`src/rtl/sram_march_bist.sv`:
```
// March C- built-in self test for a single-port SRAM: one op per RUN cycle, first-mismatch capture.
// Define SRAM_BIST_CHECKERBOARD_EN to append a second pass on a 0x55.. / 0xAA.. background.
module sram_march_bist #(
  parameter int unsigned ADDR_W = 10,
  parameter int unsigned DATA_W = 32
) (
  input  logic                  clk_i,
  input  logic                  rst_n_i,
  input  logic                  start_i,
  output logic                  busy_o,
  output logic                  done_o,
  output logic                  fail_o,
  output logic [ADDR_W-1:0]     fail_addr_o,
`ifdef SRAM_BIST_CHECKERBOARD_EN
  output logic [3:0]            fail_elem_o,
`else
  output logic [2:0]            fail_elem_o,
`endif
  output logic                  sram_cs_o,
  output logic [ADDR_W-1:0]     sram_addr_o,
  output logic [DATA_W-1:0]     sram_data_o,
  output logic [DATA_W/8-1:0]   sram_mask_o,
  output logic                  sram_wren_o,
  input  logic [DATA_W-1:0]     sram_data_i
);

`ifdef SRAM_BIST_CHECKERBOARD_EN
  localparam int unsigned ElemW = 4;
  localparam logic [DATA_W-1:0] CheckerBg = {(DATA_W/2){2'b01}};
`else
  localparam int unsigned ElemW = 3;
`endif
  localparam logic [ADDR_W-1:0] MaxAddr = '1;

  typedef enum logic [1:0] {StIdle, StRun, StDrain, StDone} state_e;

  state_e              state_q, state_d;
  logic [ADDR_W-1:0]   addr_q, addr_d;
  logic [2:0]          elem_q, elem_d;
  logic                op_q, op_d;          // second (write) op of a two-op element
  logic                pend_q, pend_d;
  logic [DATA_W-1:0]   exp_q, exp_d;
  logic [ADDR_W-1:0]   pend_addr_q, pend_addr_d;
  logic [ElemW-1:0]    pend_elem_q, pend_elem_d;
  logic                fail_q, fail_d;
  logic [ADDR_W-1:0]   fail_addr_q, fail_addr_d;
  logic [ElemW-1:0]    fail_elem_q, fail_elem_d;

  logic [DATA_W-1:0]   bg0;
  logic [ElemW-1:0]    cur_elem;
  logic                two_op, down, is_read, data_one, last_addr;
  logic [DATA_W-1:0]   data_pat;

`ifdef SRAM_BIST_CHECKERBOARD_EN
  logic pass_q, pass_d;
  assign bg0      = pass_q ? CheckerBg : '0;
  assign cur_elem = {pass_q, elem_q};
`else
  assign bg0      = '0;
  assign cur_elem = elem_q;
`endif

  // Elements 1-4 are read-then-write; elements 3-5 walk downwards.
  assign two_op    = (elem_q >= 3'd1) && (elem_q <= 3'd4);
  assign down      = (elem_q >= 3'd3);
  assign is_read   = (elem_q != 3'd0) && !op_q;
  assign data_one  = is_read ? ((elem_q == 3'd2) || (elem_q == 3'd4))
                             : ((elem_q == 3'd1) || (elem_q == 3'd3));
  assign data_pat  = data_one ? ~bg0 : bg0;
  assign last_addr = down ? (addr_q == '0) : (addr_q == MaxAddr);

  always_comb begin
    state_d     = state_q;
    addr_d      = addr_q;
    elem_d      = elem_q;
    op_d        = op_q;
    pend_d      = 1'b0;
    exp_d       = exp_q;
    pend_addr_d = pend_addr_q;
    pend_elem_d = pend_elem_q;
    fail_d      = fail_q;
    fail_addr_d = fail_addr_q;
    fail_elem_d = fail_elem_q;
`ifdef SRAM_BIST_CHECKERBOARD_EN
    pass_d      = pass_q;
`endif
    busy_o      = 1'b0;
    done_o      = 1'b0;
    sram_cs_o   = 1'b0;
    sram_addr_o = '0;
    sram_data_o = '0;
    sram_mask_o = '0;
    sram_wren_o = 1'b0;

    // Read data returns one cycle after the read; only the first miscompare is kept.
    if (pend_q && (sram_data_i != exp_q) && !fail_q) begin
      fail_d      = 1'b1;
      fail_addr_d = pend_addr_q;
      fail_elem_d = pend_elem_q;
    end

    unique case (state_q)
      StIdle: begin
        if (start_i) begin
          state_d     = StRun;
          addr_d      = '0;
          elem_d      = '0;
          op_d        = 1'b0;
          fail_d      = 1'b0;
          fail_addr_d = '0;
          fail_elem_d = '0;
`ifdef SRAM_BIST_CHECKERBOARD_EN
          pass_d      = 1'b0;
`endif
        end
      end
      StRun: begin
        busy_o      = 1'b1;
        sram_cs_o   = 1'b1;
        sram_mask_o = '1;
        sram_addr_o = addr_q;
        sram_data_o = data_pat;
        sram_wren_o = !is_read;
        if (is_read) begin
          pend_d      = 1'b1;
          exp_d       = data_pat;
          pend_addr_d = addr_q;
          pend_elem_d = cur_elem;
        end
        if (two_op && !op_q) begin
          op_d = 1'b1;
        end else begin
          op_d = 1'b0;
          if (!last_addr) begin
            addr_d = down ? addr_q - 1'b1 : addr_q + 1'b1;
          end else if (elem_q != 3'd5) begin
            elem_d = elem_q + 3'd1;
            addr_d = (elem_q >= 3'd2) ? MaxAddr : '0;
          end else begin
`ifdef SRAM_BIST_CHECKERBOARD_EN
            if (!pass_q) begin
              pass_d = 1'b1;
              elem_d = '0;
              addr_d = '0;
            end else begin
              state_d = StDrain;
            end
`else
            state_d = StDrain;
`endif
          end
        end
      end
      StDrain: begin
        busy_o  = 1'b1;
        state_d = StDone;
      end
      StDone: begin
        done_o  = 1'b1;
        state_d = StIdle;
      end
      default: state_d = StIdle;
    endcase
  end

  always_ff @(posedge clk_i) begin
    if (!rst_n_i) begin
      state_q     <= StIdle;
      addr_q      <= '0;
      elem_q      <= '0;
      op_q        <= 1'b0;
      pend_q      <= 1'b0;
      exp_q       <= '0;
      pend_addr_q <= '0;
      pend_elem_q <= '0;
      fail_q      <= 1'b0;
      fail_addr_q <= '0;
      fail_elem_q <= '0;
`ifdef SRAM_BIST_CHECKERBOARD_EN
      pass_q      <= 1'b0;
`endif
    end else begin
      state_q     <= state_d;
      addr_q      <= addr_d;
      elem_q      <= elem_d;
      op_q        <= op_d;
      pend_q      <= pend_d;
      exp_q       <= exp_d;
      pend_addr_q <= pend_addr_d;
      pend_elem_q <= pend_elem_d;
      fail_q      <= fail_d;
      fail_addr_q <= fail_addr_d;
      fail_elem_q <= fail_elem_d;
`ifdef SRAM_BIST_CHECKERBOARD_EN
      pass_q      <= pass_d;
`endif
    end
  end

  assign fail_o      = fail_q;
  assign fail_addr_o = fail_addr_q;
  assign fail_elem_o = fail_elem_q;

endmodule

```
`config.mk`:
```
export PLATFORM = sky130hd
export DESIGN_NAME = sram_march_bist
export DESIGN_NICKNAME = d
export VERILOG_FILES = /design/src/rtl/sram_march_bist.sv
export SDC_FILE = /design/constraint.sdc
export NUM_CORES = 1
export LEC_CHECK = 0
export BUFFER_PORTS_ARGS = -buffer_cell sky130_fd_sc_hd__buf_2
export CORE_MARGIN = 3
export CORE_UTILIZATION = 45
export DETAILED_ROUTE_END_ITERATION = 10
export GPL_ROUTABILITY_DRIVEN = 0
export GPL_TIMING_DRIVEN = 0
export PLACE_DENSITY_LB_ADDON = 0.2
export SETUP_SLACK_MARGIN = 0.3
export SLEW_MARGIN = 25
export SYNTH_ARGS = -nofsm -noshare
export SYNTH_HDL_FRONTEND = slang
export SYNTH_SLANG_ARGS = --single-unit
export TNS_END_PERCENT = 30
```
`constraint.sdc`:
```
create_clock -name clk_i -period 3.15 [get_ports clk_i]
set_clock_uncertainty 0.15 [all_clocks]
set_input_delay 0.63 -clock clk_i [delete_from_list [all_inputs] [get_ports clk_i]]
set_output_delay 0.63 -clock clk_i [all_outputs]
set_load 0.03 [all_outputs]
```
==> run metrics <==
status=completed; Max stage delay on crit path=0.37 ns; Async S/R FF share, synth=0%; EDFF count, synth=0; total wire length=between 7000 and 8000 um; die area=7420 um2; first-pass GRT wire length=12100 um; Yosys reg bits=45; Final Hold Fails=0; WHS Endpoint=pend_addr_q[3]; die width=86.2 um; vias in the first global route=2761; HP Class=reg2reg; Antenna Cells=0; RSZ-0062 raised after global routing=no; Reg2Reg Depth=10; slew margin rel.=48.4%; # H-tree levels=2; # rows=28; Max-Cap Viols=0; CP Launch Point=cur_elem[0]; largest fanout on the critical path=16; WL met3=~460 um; cell count after placement=533; I/O Buffers=98; initial antenna violation count=0; CP endpoint kind=output port; met1 WL=3110 um; Worst path slowest cell=dfxtp_4; Avg Vias per Cell=approximately 5.2; R2R setup slack=0.37 ns; Initial DRT Pass Iterations=5; most frequent cells in the layout=buf_2, buf_4, nand2_1, dfxtp_1, nor2_1; syn_nets=approximately 410; Area Growth Syn to Fin=35.5%; root buffer cell=clkbuf_8; cells after synthesis=360; via count=2896; synthesized area=2890 um2; clock buffer count from CTS=5; DP Wirelength=5370 um; Worst-path clk slew=0.09 ns; synthesized area per cell=8.03 um2; synth warn=0; pin count of the biggest net entering global routing=17; RR Startpoint=cur_elem[0]; CP most frequent cell=buf_4; worst slew pin tran=between 0.7 and 0.8 ns; fillers=between 500 and 600; met2 WL=about 3700 um; total chip power=2.20 mW; total congestion overflow=0; CTS max path bufs=2; CTS Hold Bufs=0; commonest non-fill, non-tap cell in the layout=buf_2; Initial Utilization=roughly 48%; Yosys cell types=48; crit path time final=2.79 ns; final cell count without fillers=around 560; Die Height=~86 um; Top Layer Used=met4; predominant post-synthesis flop cell=dfxtp_1; WHS Path Cells=2; CP startpoint kind=flop; Clk Latency, worst-skew pair=0.30 ns; hold path startpoint=pend_addr_q[3]; critical-path cell list=buf_4 > ha_4 > nand2_1 > a21oi_2 > o32ai_4 > nor2_4 > buf_12 > buf_4 > buf_2; Max VDD drop=402 uV; Max Slew Vio Count=0; core area=6060 um2; # IOs=99; fin crit share=88.4%; CTS tree=built; Worst EP required=2.37 ns; Global Route Usage Sum=between 10% and 20%; post-layout net count=535; reg2reg end=addr_q[8]; DR DRC count=0; Setup CP Type=reg2out; fmax=359 MHz; clock sink total=45; wire per inst=between 10 and 15 um; critical path arrival=2.01 ns; post-route ant nets=0; leakage power=roughly 1.9 nW; Seq/Total Area, Yosys=31.2%; Power per Cell Area=561 nW/um2; multi-input logic area=roughly 1800 um2; area occupied by registers=between 900 and 1000 um2; initial DRC count=between 100 and 150; final setup fails=0; share of cells above drive strength 1=40.9%
## stage by stage
step	setup WS (ns)	instance area (um2)	hold WS (ns)	setup TNS, ns	util, %
final	0.365	3920	0.318	0	64.7
after detailed placement	-0.178	3480	0.308	-0.244	57.5
after global routing	0.272	3920	0.347	0	64.7
after CTS	0.302	3830	0.322	0	63.2
after global placement	-0.123	3480	0.306	-0.164	57.5
after floorplan	0.129	2900	0.293	0	-
## cells in the mapped netlist, drive strengths merged, types with 3 or more instances
| master | instances | area, um2 |
|---|---|---|
| a21o | 4 | 32.5 |
| nor2b | 5 | 31.3 |
| mux2i | 15 | 150 |
| nand2b | 3 | 18.8 |
| nand4 | 7 | 43.8 |
| dfxtp | 45 | 901 |
| o21ai | 13 | 76.3 |
| nor3 | 12 | 60.1 |
| inv | 11 | 41.3 |
| buf | 38 | 280 |
| nand3 | 11 | 55.1 |
| a21boi | 16 | 120 |
| a21oi | 13 | 68.8 |
| ha | 16 | 200 |
| nor4 | 8 | 50.1 |
| nand2 | 47 | 179 |
| or4 | 4 | 33.8 |
| nor2 | 37 | 139 |
| xnor2 | 4 | 35.0 |
| clkbuf | 9 | 33.8 |
| and2 | 12 | 75.1 |
| a31oi | 6 | 37.5 |
## kinds of logic (layout without fill, tap and decap cells)
logic type,count (synthesis),count (layout),synth area share [%]
xor+xnor,5,5,1.51
fa+ha+maj,17,17,7.62
mux,15,15,5.19
compound gates,69,69,17.3
flops,45,45,31.2
simple gates,151,152,25.0
buf+inv,58,181,12.3
## state kept, by name, indices dropped and copies added, names as in the netlist, 2 cells and up
signal,flops
cur_elem,3
addr_q,10
pend_elem_q,3
fail_addr_o,10
pend_addr_q,10
state_q,2
fail_elem_o,3
## where the power goes
| group | internal [mW] | switching (mW) |
|---|---|---|
| registers | 0.602 | 0.0490 |
| logic | 0.471 | 0.703 |
| clock network | 0.162 | 0.212 |
## final cells by class
type	count	share of cell area, %
plain buffers	47	8.65
clock buffers	5	1.76
clock inverters	3	0.639
inverters	11	1.15
multi-input cells	258	45.3
flip-flops and latches	45	23.2
well taps	75	2.39
repair buffers	115	16.9
## worst max-delay path: cells and delay by family, from the launching register on
kind	cells	cell delay [ns]
flops	1	0.37
fa+ha+maj	1	0.16
compound gates	2	0.35
simple gates	2	0.23
buf+inv	4	0.57
## worst max-delay path by stage
stage                     slack (ns)  depth (start not counted)         endpoint
after floorplan                 0.13                         11        addr_q[8]
after detailed placement       -0.18                         11        addr_q[8]
after global routing            0.27                         10  sram_data_o[27]
final                           0.36                          9  sram_data_o[19]
after CTS                       0.30                          8  sram_data_o[30]
after global placement         -0.12                         11        addr_q[8]
## metal layers
metal,GRT usage [%],up-vias
met5,0,-
met4,5.47,0
met3,3.27,10
met2,36.3,89
li1,-,1482
met1,23.3,1315
## what timing repair did
action                                  CTS  global route
gates resized for setup                  24            24
setup buffers                            15             2
pin swaps                                 7             5
gates cloned                              1             0
endpoints found under the setup margin   46            55
Power figures use the tool's default switching activity.
